--- src/rtl/sv32_page_walker.sv ---
// Sv32 two-level page-table walker servicing TLB misses over a single-outstanding read port.
// Optional one-entry L1 pointer PTE cache: define SV32_PTW_PTE_CACHE_EN.
module sv32_page_walker #(
   parameter int PPN_WD   = 22,
   parameter int VPN1_WD  = 10,
   parameter int VPN0_WD  = 10,
   parameter int ASID_WD  = 9,
   parameter int PHY_ADDR = 34
) (
   input  logic                       clk,
   input  logic                       rst,
   input  logic                       req_valid_i,
   output logic                       req_ready_o,
   input  logic [VPN1_WD+VPN0_WD-1:0] req_vpn_i,
   input  logic [ASID_WD-1:0]         req_asid_i,
   input  logic [PPN_WD-1:0]          satp_ppn_i,
   input  logic                       flush_i,
   output logic                       mem_req_valid_o,
   input  logic                       mem_req_ready_i,
   output logic [PHY_ADDR-1:0]        mem_req_addr_o,
   input  logic                       mem_rsp_valid_i,
   input  logic [31:0]                mem_rsp_data_i,
   input  logic                       mem_rsp_err_i,
   output logic                       resp_valid_o,
   input  logic                       resp_ready_i,
   output logic [VPN1_WD+VPN0_WD-1:0] resp_vpn_o,
   output logic [ASID_WD-1:0]         resp_asid_o,
   output logic [31:0]                resp_pte_o,
   output logic                       resp_level_o,
   output logic                       resp_fault_o
);

   // state     | meaning
   // S_IDLE    | ready for a miss, latches vpn/asid/satp on accept
   // S_L1_REQ  | issuing root-level PTE read
   // S_L1_WAIT | waiting for root-level PTE
   // S_L0_REQ  | issuing leaf-level PTE read
   // S_L0_WAIT | waiting for leaf-level PTE
   // S_RESP    | result held until the TLB takes it
   typedef enum logic [2:0] {
      S_IDLE, S_L1_REQ, S_L1_WAIT, S_L0_REQ, S_L0_WAIT, S_RESP
   } state_t;

   localparam int VPN_WD = VPN1_WD + VPN0_WD;

   state_t                 state_q, state_d;
   logic [VPN_WD-1:0]      vpn_q;
   logic [ASID_WD-1:0]     asid_q;
   logic [PPN_WD-1:0]      satp_q;
   logic [PPN_WD-1:0]      ptr_q;
   logic [31:0]            resp_pte_q;
   logic                   resp_level_q;
   logic                   resp_fault_q;

   logic                   accept;
   logic                   cache_hit;
   logic [PPN_WD-1:0]      cache_ppn;
   logic                   pte_v, pte_r, pte_w, pte_x;
   logic                   pte_bad, pte_leaf, sp_misalign;
   logic                   l1_fault, l0_fault;
   logic                   l1_done, l0_done, l1_ptr;
   logic [PPN_WD-1:0]      pte_ppn;
   logic [PHY_ADDR-1:0]    l1_addr, l0_addr;

   assign accept   = req_valid_i && (state_q == S_IDLE);
   assign pte_v    = mem_rsp_data_i[0];
   assign pte_r    = mem_rsp_data_i[1];
   assign pte_w    = mem_rsp_data_i[2];
   assign pte_x    = mem_rsp_data_i[3];
   assign pte_ppn  = mem_rsp_data_i[31:10];

   assign pte_bad     = mem_rsp_err_i || !pte_v || (!pte_r && pte_w);
   assign pte_leaf    = pte_r || pte_x;
   // A superpage leaf must have its low PPN bits clear to be 4 MiB aligned.
   assign sp_misalign = |mem_rsp_data_i[10 +: VPN0_WD];
   assign l1_fault    = pte_bad || (pte_leaf && sp_misalign);
   assign l0_fault    = pte_bad || !pte_leaf;

   assign l1_done = (state_q == S_L1_WAIT) && mem_rsp_valid_i;
   assign l0_done = (state_q == S_L0_WAIT) && mem_rsp_valid_i;
   assign l1_ptr  = l1_done && !pte_bad && !pte_leaf;

   assign l1_addr = PHY_ADDR'({satp_q, vpn_q[VPN_WD-1 -: VPN1_WD], 2'b00});
   assign l0_addr = PHY_ADDR'({ptr_q, vpn_q[VPN0_WD-1:0], 2'b00});

`ifdef SV32_PTW_PTE_CACHE_EN
   logic                        cache_vld_q;
   logic [PPN_WD+VPN1_WD-1:0]   cache_tag_q;
   logic [PPN_WD-1:0]           cache_ppn_q;
   logic                        flush_seen_q;

   assign cache_hit = cache_vld_q && !flush_i &&
                      (cache_tag_q == {satp_ppn_i, req_vpn_i[VPN_WD-1 -: VPN1_WD]});
   assign cache_ppn = cache_ppn_q;

   // A flush seen anywhere in a walk keeps that walk's pointer out of the cache.
   always_ff @(posedge clk or negedge rst) begin
      if (!rst) begin
         cache_vld_q  <= 1'b0;
         cache_tag_q  <= '0;
         cache_ppn_q  <= '0;
         flush_seen_q <= 1'b0;
      end else begin
         if (accept) flush_seen_q <= flush_i;
         else if (flush_i) flush_seen_q <= 1'b1;

         if (flush_i) begin
            cache_vld_q <= 1'b0;
         end else if (l1_ptr && !flush_seen_q) begin
            cache_vld_q <= 1'b1;
            cache_tag_q <= {satp_q, vpn_q[VPN_WD-1 -: VPN1_WD]};
            cache_ppn_q <= pte_ppn;
         end
      end
   end
`else
   logic flush_unused;

   assign cache_hit    = 1'b0;
   assign cache_ppn    = '0;
   assign flush_unused = flush_i;
`endif

   always_ff @(posedge clk or negedge rst) begin
      if (!rst) state_q <= S_IDLE;
      else      state_q <= state_d;
   end

   always_comb begin
      state_d         = state_q;
      mem_req_valid_o = 1'b0;
      mem_req_addr_o  = '0;
      case (state_q)
         S_IDLE: begin
            if (req_valid_i) state_d = cache_hit ? S_L0_REQ : S_L1_REQ;
         end
         S_L1_REQ: begin
            mem_req_valid_o = 1'b1;
            mem_req_addr_o  = l1_addr;
            if (mem_req_ready_i) state_d = S_L1_WAIT;
         end
         S_L1_WAIT: begin
            if (mem_rsp_valid_i) state_d = (l1_fault || pte_leaf) ? S_RESP : S_L0_REQ;
         end
         S_L0_REQ: begin
            mem_req_valid_o = 1'b1;
            mem_req_addr_o  = l0_addr;
            if (mem_req_ready_i) state_d = S_L0_WAIT;
         end
         S_L0_WAIT: begin
            if (mem_rsp_valid_i) state_d = S_RESP;
         end
         S_RESP: begin
            if (resp_ready_i) state_d = S_IDLE;
         end
         default: state_d = S_IDLE;
      endcase
   end

   always_ff @(posedge clk or negedge rst) begin
      if (!rst) begin
         vpn_q        <= '0;
         asid_q       <= '0;
         satp_q       <= '0;
         ptr_q        <= '0;
         resp_pte_q   <= '0;
         resp_level_q <= 1'b0;
         resp_fault_q <= 1'b0;
      end else begin
         if (accept) begin
            vpn_q  <= req_vpn_i;
            asid_q <= req_asid_i;
            satp_q <= satp_ppn_i;
            if (cache_hit) ptr_q <= cache_ppn;
         end
         if (l1_done) begin
            ptr_q <= pte_ppn;
            if (l1_fault || pte_leaf) begin
               resp_pte_q   <= l1_fault ? 32'h0 : mem_rsp_data_i;
               resp_level_q <= 1'b1;
               resp_fault_q <= l1_fault;
            end
         end
         if (l0_done) begin
            resp_pte_q   <= l0_fault ? 32'h0 : mem_rsp_data_i;
            resp_level_q <= 1'b0;
            resp_fault_q <= l0_fault;
         end
      end
   end

   assign req_ready_o  = (state_q == S_IDLE);
   assign resp_valid_o = (state_q == S_RESP);
   assign resp_vpn_o   = vpn_q;
   assign resp_asid_o  = asid_q;
   assign resp_pte_o   = resp_pte_q;
   assign resp_level_o = resp_level_q;
   assign resp_fault_o = resp_fault_q;

endmodule

--- config.mk ---
export PLATFORM = sky130hd
export DESIGN_NAME = sv32_page_walker
export DESIGN_NICKNAME = d
export VERILOG_FILES = /design/src/rtl/sv32_page_walker.sv
export SDC_FILE = /design/constraint.sdc
export NUM_CORES = 1
export LEC_CHECK = 0
export CAP_MARGIN = 20
export CORE_UTILIZATION = 48
export CTS_CLUSTER_DIAMETER = 60
export DETAILED_ROUTE_END_ITERATION = 12
export HOLD_SLACK_MARGIN = 0.08
export PLACE_DENSITY = 0.86
export SLEW_MARGIN = 20
export SYNTH_ARGS = -nofsm -noshare
export SYNTH_HDL_FRONTEND = slang
export SYNTH_SLANG_ARGS = --single-unit
--- constraint.sdc ---
create_clock -name clk -period 4.09 [get_ports clk]
set_input_delay 1.0225 -clock clk [delete_from_list [all_inputs] [get_ports clk]]
set_output_delay 1.0225 -clock clk [all_outputs]
set_load 0.02 [all_outputs]
==> summary.txt, run 1 <==
CTS
  • CTS Hold Bufs: 0
  • Clock Tree Buf Depth: 2
  • Postcts setup bufs: 0
  • H-tree level count: 3
  • Clock Latency Late Sink: 360 ps
  • Clock root buffer: clkbuf_8
  • Total CTS buffers: 9
  • CTS-repair resized insts: 0
  • Clk slew on worst S/H paths: 100 ps
  • CTS tree: yes
  • Clk sinks: 110

STA
  • Min Tclk post-route: 3643 ps
  • Hold violation count in the final report: 0
  • Achievable frequency: 274.5 MHz
  • Final count of negative-setup-slack endpoints: 0
  • Slew margin rel.: 0.2552
  • Setup TNS: 0 ps
  • Final worst-path setup slack: 446.6 ps
  • Clk_skew: 14.57 ps
  • Worst Max-Slew Pin Slew: 1117 ps
  • RSZ-0062 raised after global routing: no
  • Hold Slack: 490.7 ps
  • Final Max Tran Viols: 0
  • Final period util: 0.8908

Worst hold path
  • Hold Path Stages: 1
  • Hold Path End: satp_q[12]
  • Hold path start: satp_q[12]
  • HP Class: register to register

Routing
  • 1st-iter DRT viols: 216
  • Post-route DRC: 0
  • DR pass1 iterations: 5
  • Routed WL: 12,720 µm
  • Post-DRT Antenna Nets: 0
  • Vias: 3,729
  • Via density: 5.327
  • Mean routed wirelength per cell: 18.17 µm

Final layout
  • # diodes: 0
  • Most frequent cells in the layout: clkdlybuf4s50_1, dfrtp_1, mux2_2
  • Area Overhead vs Synth: 42.67%
  • Commonest non-fill, non-tap cell in the layout: clkdlybuf4s50_1
  • Util after Layout: 0.7068
  • Fraction of layout cells with a size suffix above 1: 0.2323
  • Nets@finish: 650
  • Non-filler cells, final: 700
  • Number of fill cells in the layout: 751
  • Post-route cell area: 7330 µm²

Critical path
  • CP Launch Type: register
  • CP top delay family: flip-flops
  • Setup crit end kind: output pin
  • Worst r2r path cells: 5
  • CP max stage cell: dfrtp_2
  • Critical Path AT: 2620 ps
  • CP Cell Sequence: buf_4 -> mux2i_1 -> nor2_1 -> clkdlybuf4s50_1
  • Worst flop-to-flop path startpoint: state_q[1]
  • R2R setup slack: 1090 ps
  • CP Data Required Time: 3070 ps
  • RR Endpoint: resp_pte_o[5]
  • CP Class: register to output pin
  • Largest fanout on the critical path: 38
  • WP buf/inv: 2
  • Crit path largest cell delay: 1120 ps

Power and ir drop
  • Total power: 5.191 mW
  • Maximum vdd drop: 375.9 µV
  • Pleak: 2.888 nW
  • Pwr per Cell Area: 708.3 nW/µm²

Status
  • Status: finished, final reports clean

Die
  • Initial Util: 0.4954
  • Die Y: 105.5 µm
  • Core footprint: 10,370 µm²
  • DIE AREA: 11,120 µm²
  • Num ports: 191
  • Row cnt: 37
  • Die Wd: 105.5 µm

Global routing
  • First-pass GRT wire length: 20,460 µm
  • Vias in the first global route: 3,978
  • Grt ovf: 0
  • Initial antenna violation count: 0
  • Total track usage: 0.2366
  • Largest net degree at the start of global routing: 57

Placement
  • Post-placement cell area: 7114 µm²
  • Inst Count DP: 684
  • IO Port Bufs: 187
  • GPL Wtd Cong: 0.8290
  • DP HPWL: 9099 µm
  • Pre-CTS setup slack: 591.5 ps

Logic synthesis
  • Synth cell types: 35
  • Synth Instances: 383
  • Largest area contributor in the netlist: dfrtp_1
  • Ys flop type: dfrtp_1
  • Synth area leaders: dfrtp_1, mux2_2, o2bb2ai_2
  • EDFF count, synth: 0
  • Yosys warns: 0
  • Post-synth ARST share: 1.000
  • Mean Syn Cell Area: 13.41 µm²
  • Top cell type's share of synthesized area: 0.5358
  • Synth Cell Area: 5137 µm²
  • Sequential fraction of the synthesis area: 0.5358
  • Synth Register Bits: 110

Run
  • Max-cap violations: 0
==> Yosys cell counts, types with 2 or more instances <==
master / instances
buf_2: 10
buf_4: 10
buf_6: 3
clkbuf_1: 11
dfrtp_1: 110
inv_1: 5
mux2_1: 8
mux2_2: 67
mux2i_1: 34
nand2b_1: 3
nand3b_1: 2
nor2_1: 36
o211ai_1: 2
o21ai_0: 31
o21ai_1: 2
o2bb2ai_2: 30
==> final cells by class <==
| type | count | area, µm² | area share |
|---|---|---|---|
| clock buffers | 12 | 145.1 | 0.01980 |
| clock inverters | 4 | 70.07 | 0.009560 |
| inverters | 5 | 18.77 | 0.002561 |
| multi-input cells | 235 | 2207 | 0.3011 |
| flip-flops and latches | 110 | 2754 | 0.3757 |
| well taps | 136 | 170.2 | 0.02322 |
| repair buffers | 198 | 1964 | 0.2680 |
==> flip-flops by register name (all words and copies together) (netlist names) <==
name          cells
resp_vpn_o       20
ptr_q            22
resp_level_o      1
resp_pte_o       32
state_q           3
resp_asid_o       9
satp_q           22
resp_fault_o      1
==> cell families after synthesis <==
logic type                Yosys count  synth area share
buffers and inverters              39           0.04262
xor gates and xnor gates            1          0.001705
other                               1         0.0007299
AOI/OAI and AO/OA                  72            0.1364
DFF                               110            0.5358
and+or+nand+nor                    51           0.05212
muxes                             109            0.2306
==> per-layer routing <==
layer | global-route usage | up-vias | part of all wire
met5 | 0 | - | 0
met4 | 0.07445 | 0 | 0.0079
met3 | 0.05628 | 6 | 0.065
met2 | 0.4037 | 130 | 0.51
met1 | 0.2968 | 1880 | 0.42
li1 | - | 1713 | -
==> worst max-delay path by stage <==
stage                          from                  to  slack, ps  depth (start not counted)
finish                   state_q[1]  mem_req_addr_o[11]        450                          4
global route             state_q[1]   mem_req_addr_o[8]        340                          4
CTS                      state_q[1]  mem_req_addr_o[11]        420                          4
detailed placement  mem_rsp_valid_i      resp_pte_o[25]        590                          6
global placement    mem_rsp_valid_i       resp_pte_o[5]        690                          6
floorplan                state_q[1]  mem_req_addr_o[11]       1680                          5
==> where the power goes <==
group / leakage (nW) / internal, mW / switching, mW / total, mW
clock: 0.110 / 0.361 / 0.342 / 0.703
combinational: 1.40 / 1.37 / 1.19 / 2.56
sequential: 1.38 / 1.54 / 0.387 / 1.93
total: 2.89 / 3.27 / 1.92 / 5.19
(Power assumes the default switching activity.)
==> run 2, diff against run 1 <==
--- a/config.mk
+++ b/config.mk
@@ -11,6 +11,8 @@
 export DETAILED_ROUTE_END_ITERATION = 12
 export HOLD_SLACK_MARGIN = 0.08
 export PLACE_DENSITY = 0.86
+export REMOVE_ABC_BUFFERS = 1
+export SKIP_LAST_GASP = 1
 export SLEW_MARGIN = 20
 export SYNTH_ARGS = -nofsm -noshare
 export SYNTH_HDL_FRONTEND = slang
==> run 2 against run 1 <==
Net effect:
- combinational power hardly changed
- count of clock-buffer cells in the layout unchanged
- worst setup slack gained 410 ps
- die area did not move
- design area rose by 0.24%
- global-route usage rose by 0.39 points
- non-clock buffer count up 2
- sequential power about the same
- largest cell class unchanged
==> summary.txt, run 2 (synthesis results as in run 1) <==
Status
  • Status: finished, final reports clean

Die
  • Initial Util: 0.4954 (unchanged)
  • Core footprint: 10,370 µm² (unchanged)
  • Die Y: 105.5 µm (unchanged)
  • Die Wd: 105.5 µm (unchanged)
  • Row cnt: 37 (unchanged)
  • Num ports: 191 (unchanged)
  • DIE AREA: 11,120 µm² (unchanged)

Critical path
  • Worst flop-to-flop path startpoint: state_q[1]
  • WP buf/inv: 2 (unchanged)
  • CP Class: register to output pin
  • Crit path largest cell delay: 760 ps (-360 ps)
  • R2R setup slack: 1350 ps (+260 ps)
  • CP max stage cell: dfrtp_4
  • Worst r2r path cells: 6 (+1)
  • CP top delay family: buffers and inverters
  • RR Endpoint: resp_pte_o[5]
  • CP Launch Type: register
  • Setup crit end kind: output pin
  • CP Data Required Time: 3070 ps (about the same)
  • Critical Path AT: 2210 ps (-410 ps)
  • CP Cell Sequence: buf_4 -> nor3_1 -> clkdlybuf4s50_1
  • Largest fanout on the critical path: 38 (unchanged)

Final layout
  • Fraction of layout cells with a size suffix above 1: 0.2350 (+0.002713)
  • Non-filler cells, final: 702 (+0.29%)
  • Max reg flops: 32 (unchanged)
  • Number of fill cells in the layout: 756 (+0.67%)
  • Post-route cell area: 7347 µm² (+0.24%)
  • Commonest non-fill, non-tap cell in the layout: clkdlybuf4s50_1
  • Nets@finish: 652 (+0.31%)
  • Most frequent cells in the layout: clkdlybuf4s50_1, dfrtp_1, mux2_2
  • Area Overhead vs Synth: 43.01%
  • # diodes: 0 (unchanged)

STA
  • Achievable frequency: 309.0 MHz (+13%)
  • RSZ-0062 raised after global routing: no
  • Final Max Tran Viols: 0 (unchanged)
  • Final worst-path setup slack: 853.5 ps (+406.9 ps)
  • Slew margin rel.: 0.2384 (-0.01684)
  • Setup TNS: 0 ps (unchanged)
  • Min Tclk post-route: 3237 ps (-406.9 ps)
  • Clk_skew: 6.523 ps (-8.046 ps)
  • Hold violation count in the final report: 0 (unchanged)
  • Worst Max-Slew Pin Slew: 1142 ps (+25.25 ps)
  • Final period util: 0.7913 (-0.09949)
  • Final count of negative-setup-slack endpoints: 0 (unchanged)

Routing
  • Mean routed wirelength per cell: 18.28 µm (+0.62%)
  • Routed WL: 12,830 µm (+0.91%)
  • 1st-iter DRT viols: 141 (-35%)
  • Vias: 3,765 (+0.97%)
  • DR pass1 iterations: 4 (-1)
  • Post-route DRC: 0 (unchanged)
  • Via density: 5.363 (+0.68%)
  • Post-DRT Antenna Nets: 0 (unchanged)

CTS
  • Total CTS buffers: 9 (unchanged)
  • Clk sinks: 110 (unchanged)
  • Clock root buffer: clkbuf_8
  • CTS tree: yes
  • Clk slew on worst S/H paths: 100 ps (about the same)
  • CTS-repair resized insts: 0 (unchanged)
  • CTS Hold Bufs: 0 (unchanged)
  • Clock Tree Buf Depth: 2 (unchanged)
  • Postcts setup bufs: 0 (unchanged)
  • H-tree level count: 3 (unchanged)
  • Clock Latency Late Sink: 370 ps (about the same)

Placement
  • Pre-CTS setup slack: 638.6 ps (+47.07 ps)
  • DP HPWL: 8946 µm (-1.7%)
  • IO Port Bufs: 187 (unchanged)
  • GPL Wtd Cong: 0.7470 (-9.9%)
  • Post-placement cell area: 7129 µm² (+0.21%)
  • Inst Count DP: 686 (+0.29%)

Global routing
  • Total track usage: 0.2405 (+0.003918)
  • Grt ovf: 0 (unchanged)
  • Initial antenna violation count: 0 (unchanged)
  • Vias in the first global route: 4,056 (+2.0%)
  • Largest net degree at the start of global routing: 55 (-3.5%)
  • First-pass GRT wire length: 20,730 µm (+1.3%)

Power and ir drop
  • Pleak: 2.900 nW (+0.41%)
  • Pwr per Cell Area: 710.9 nW/µm² (+0.38%)
  • Maximum vdd drop: 511.8 µV (+36%)

Worst hold path
  • HP Class: register to register
  • Hold Path End: resp_asid_o[0]
  • Hold Path Stages: 1 (unchanged)
  • Hold path start: resp_asid_o[0]

Run
  • Max-cap violations: 0 (unchanged)
[run 2: cell types whose count changed in the layout (fill, tap and decap cells not counted), sizes merged]
cell | before | now
buf | 12 | 14
[run 2: final cells by class]
cell class / instances / area, µm² / share of cell area
Tap cell: 136 / 170.2 / 0.02316
Clock buffer: 12 / 145.1 / 0.01975
Clock inverter: 4 / 70.07 / 0.009537
Inverter: 5 / 18.77 / 0.002554
Multi-Input combinational cell: 235 / 2207 / 0.3004
Timing Repair Buffer: 200 / 1979 / 0.2694
Sequential cell: 110 / 2756 / 0.3752
[run 2: through the flow]
stage                     hold WS, ps    util  power [mW]
after floorplan                 457.4       -       3.355
after global placement          469.1  0.6875       4.440
after detailed placement        479.0  0.6875       4.539
after CTS                       498.3  0.7083       5.273
after global routing            520.8  0.7085       5.515
final                           495.9  0.7085       5.223
[run 2: how the worst max path moves through the flow]
stage                     from            endpoint  slack (ps)  cells after the start
2_1_floorplan       state_q[1]        resp_fault_o       -1040                      3
3_3_place_gp   mem_rsp_valid_i      resp_pte_o[31]         670                      7
3_5_place_dp   mem_rsp_valid_i      resp_pte_o[31]         640                      7
4_1_cts             state_q[1]  mem_req_addr_o[10]         550                      3
5_1_grt             state_q[1]   mem_req_addr_o[7]         740                      3
6_report            state_q[1]         req_ready_o         850                      3
[run 2: power breakdown]
part / total (mW) / switching (mW) / internal [mW]
clock: 0.723 / 0.362 / 0.361
combinational: 2.57 / 1.20 / 1.38
sequential: 1.93 / 0.382 / 1.54
[run 2: layer usage]
metal / global-route usage / wire length [µm] / vias to the layer above
met5: 0 / 0 / -
met4: 0.1006 / 303 / 0
met1: 0.3059 / 5508 / 1899
met3: 0.05195 / 688 / 21
met2: 0.3980 / 6332 / 120
li1: - / - / 1725
[run 2: worst register-to-register path, delay by kind of cell (launching register included)]
kind	cells	cell delay, ps
DFF	1	760
AOI/OAI and AO/OA	3	530
and+or+nand+nor	1	740
buffers and inverters	2	620
==> run 3, diff against run 2 <==
--- a/config.mk
+++ b/config.mk
@@ -6,11 +6,11 @@
 export NUM_CORES = 1
 export LEC_CHECK = 0
 export CAP_MARGIN = 20
-export CORE_UTILIZATION = 48
+export CORE_UTILIZATION = 40
 export CTS_CLUSTER_DIAMETER = 60
 export DETAILED_ROUTE_END_ITERATION = 12
 export HOLD_SLACK_MARGIN = 0.08
-export PLACE_DENSITY = 0.86
+export PLACE_DENSITY = 0.76
 export REMOVE_ABC_BUFFERS = 1
 export SKIP_LAST_GASP = 1
 export SLEW_MARGIN = 20
==> constraint.sdc (replaced) <==
create_clock -name clk -period 2.93 [get_ports clk]
set_input_delay 0.7325 -clock clk [delete_from_list [all_inputs] [get_ports clk]]
set_output_delay 0.7325 -clock clk [all_outputs]
set_load 0.02 [all_outputs]
==> run 3 against run 2 <==
Net effect:
- combinational power grew 47%
- core utilization shrank 11 points
- power grew 44%
- register-to-register slack lost 550 ps
- final cell count grew 5.8%
- sequential cell count is the same
- worst setup slack lost 700 ps
==> summary.txt, run 3 (synthesis results as in run 1) <==
Final layout
  • Fraction of layout cells with a size suffix above 1: 0.2417 (+0.006699)
  • Area Overhead vs Synth: 46.22%
  • Post-route cell area: 7512 µm² (+2.2%)
  • Most frequent cells in the layout: clkdlybuf4s50_1, dfrtp_1, mux2_2
  • Max reg flops: 32 (unchanged)
  • Commonest non-fill, non-tap cell in the layout: clkdlybuf4s50_1
  • Nets@finish: 657 (+0.77%)
  • # diodes: 0 (unchanged)

Routing
  • Mean routed wirelength per cell: 17.32 µm (-5.3%)
  • Via density: 5.085 (-5.2%)
  • 1st-iter DRT viols: 143 (+1.4%)
  • Post-DRT Antenna Nets: 0 (unchanged)
  • DR pass1 iterations: 4 (unchanged)
  • Routed WL: 12,870 µm (+0.26%)
  • Vias: 3,778 (+0.35%)
  • Post-route DRC: 0 (unchanged)

Die
  • Initial Util: 0.4088 (-0.08665)
  • Die Wd: 115.3 µm (+9.4%)
  • DIE AREA: 13,300 µm² (+20%)
  • Num ports: 191 (unchanged)
  • Core footprint: 12,570 µm² (+21%)
  • Row cnt: 41 (+11%)
  • Die Y: 115.3 µm (+9.4%)

Critical path
  • CP Launch Type: register
  • CP Cell Sequence: buf_4 -> mux2i_1 -> nor2_1 -> clkdlybuf4s50_1
  • CP Data Required Time: 2200 ps (-870 ps)
  • Crit path largest cell delay: 560 ps (-200 ps)
  • Critical Path AT: 2050 ps (-160 ps)
  • CP max stage cell: clkdlybuf4s50_1
  • Largest fanout on the critical path: 18 (-53%)
  • CP Class: register to output pin
  • Setup crit end kind: output pin

CTS
  • Clk slew on worst S/H paths: 70 ps (-30 ps)
  • Clk sinks: 110 (unchanged)
  • CTS Hold Bufs: 0 (unchanged)
  • CTS tree: yes
  • Clock Tree Buf Depth: 2 (unchanged)
  • Total CTS buffers: 9 (unchanged)
  • H-tree level count: 3 (unchanged)
  • Postcts setup bufs: 0 (unchanged)
  • Clock root buffer: clkbuf_16
  • Clock Latency Late Sink: 340 ps (-30 ps)
  • CTS-repair resized insts: 0 (unchanged)

Global routing
  • Grt met3 use: 0.04533 (-0.006613)
  • First-pass GRT wire length: 20,530 µm (-0.96%)
  • GR Util met2: 0.3313 (-0.06669)
  • Grt ovf: 0 (unchanged)
  • Total track usage: 0.2008 (-0.03973)
  • Largest net degree at the start of global routing: 59 (+7.3%)
  • Initial antenna violation count: 0 (unchanged)
  • Most Crowded Layer GR: met2
  • Vias in the first global route: 3,902 (-3.8%)
  • Met1 usage: 0.2658 (-0.04004)

STA
  • Final period util: 0.9493
  • Min Tclk post-route: 2781 ps
  • Worst Max-Slew Pin Slew: 706.9 ps (-435.6 ps)
  • Achievable frequency: 359.5 MHz
  • Slew margin rel.: 0.5287 (+0.2904)
  • Hold Slack: 429.5 ps (-66.39 ps)
  • Final Max Tran Viols: 0 (unchanged)
  • Clk_skew: 4.785 ps (-1.738 ps)
  • RSZ-0062 raised after global routing: no
  • Hold violation count in the final report: 0 (unchanged)
  • Final count of negative-setup-slack endpoints: 0 (unchanged)

Power and ir drop
  • Pleak: 2.963 nW (+2.2%)
  • Pwr per Cell Area: 998.6 nW/µm² (+40%)
  • Maximum vdd drop: 467.5 µV (-8.7%)

Status
  • Status: finished, final reports clean

Placement
  • Post-placement cell area: 7224 µm² (+1.3%)
  • DP HPWL: 9109 µm (+1.8%)
  • GPL Wtd Cong: 0.7883 (+5.5%)
  • IO Port Bufs: 187 (unchanged)

Worst hold path
  • HP Class: input pin to asynchronous set/reset pin

Run
  • Max-cap violations: 0 (unchanged)
## run 3: cell types whose count changed in the layout (fill, tap and decap cells not counted)
cell       change
buf_12         +1
buf_4          +4
bufinv_16      -2
clkbuf_16      +9
clkbuf_8       -7
clkinv_2       -1
dfrtp_2        +1
dfrtp_4        -1
inv_6          +1
## run 3: final timing paths
path	from	end	slack [ps]	cells past startpoint
setup / recovery	state_q[1]	mem_req_addr_o[25]	150	4
hold / removal	rst	state_q[1]	430	1
setup reg to reg	state_q[1]	resp_pte_o[0]	800	6
hold reg to reg	resp_asid_o[0]	resp_asid_o[0]	500	1
max in group asynchronous	rst	satp_q[12]	1720	2
min in group clk	resp_asid_o[0]	resp_asid_o[0]	500	1
## run 3: worst max-delay path: cells and delay by family (launching register included)
| kind | cells | cell delay, ps |
|---|---|---|
| simple gates | 1 | 60 |
| mux | 1 | 260 |
| flops | 1 | 470 |
| buf+inv | 2 | 920 |
## run 3: power by group
part           internal [mW]  leakage (nW)  switching (mW)
registers               2.16          1.38           0.398
logic                   1.95          1.44            1.82
clock network          0.650         0.143           0.526
total                   4.76          2.96            2.75
## run 3: area by class of cell
| cell class | instances | area [µm²] |
|---|---|---|
| Fill cell | 997 | 5056 |
| Sequential cell | 110 | 2754 |
| Multi-Input combinational cell | 235 | 2207 |
| Timing Repair Buffer | 205 | 2029 |
| Clock buffer | 14 | 274.0 |
| Tap cell | 172 | 215.2 |
| Inverter | 5 | 18.77 |
| Clock inverter | 2 | 13.76 |
## run 3: per-layer routing
layer	wire (µm)	vias up	share of wire
li1	-	1740	-
met1	5650	1926	0.44
met2	6417	101	0.50
met3	671	11	0.052
met4	126	0	0.0098
met5	0	-	0
## run 3: per-stage QoR
step,power [mW],setup slack (ps),cells,TNS [ps],util
final,7.502,148.7,743,0,0.5977
after global routing,7.943,39.14,743,0,0.5977
after CTS,7.578,128.2,743,0,0.5977
after detailed placement,6.366,197.2,727,0,0.5748
after global placement,6.233,226.3,727,0,0.5748
after floorplan,4.683,-2199,350,-151800,-
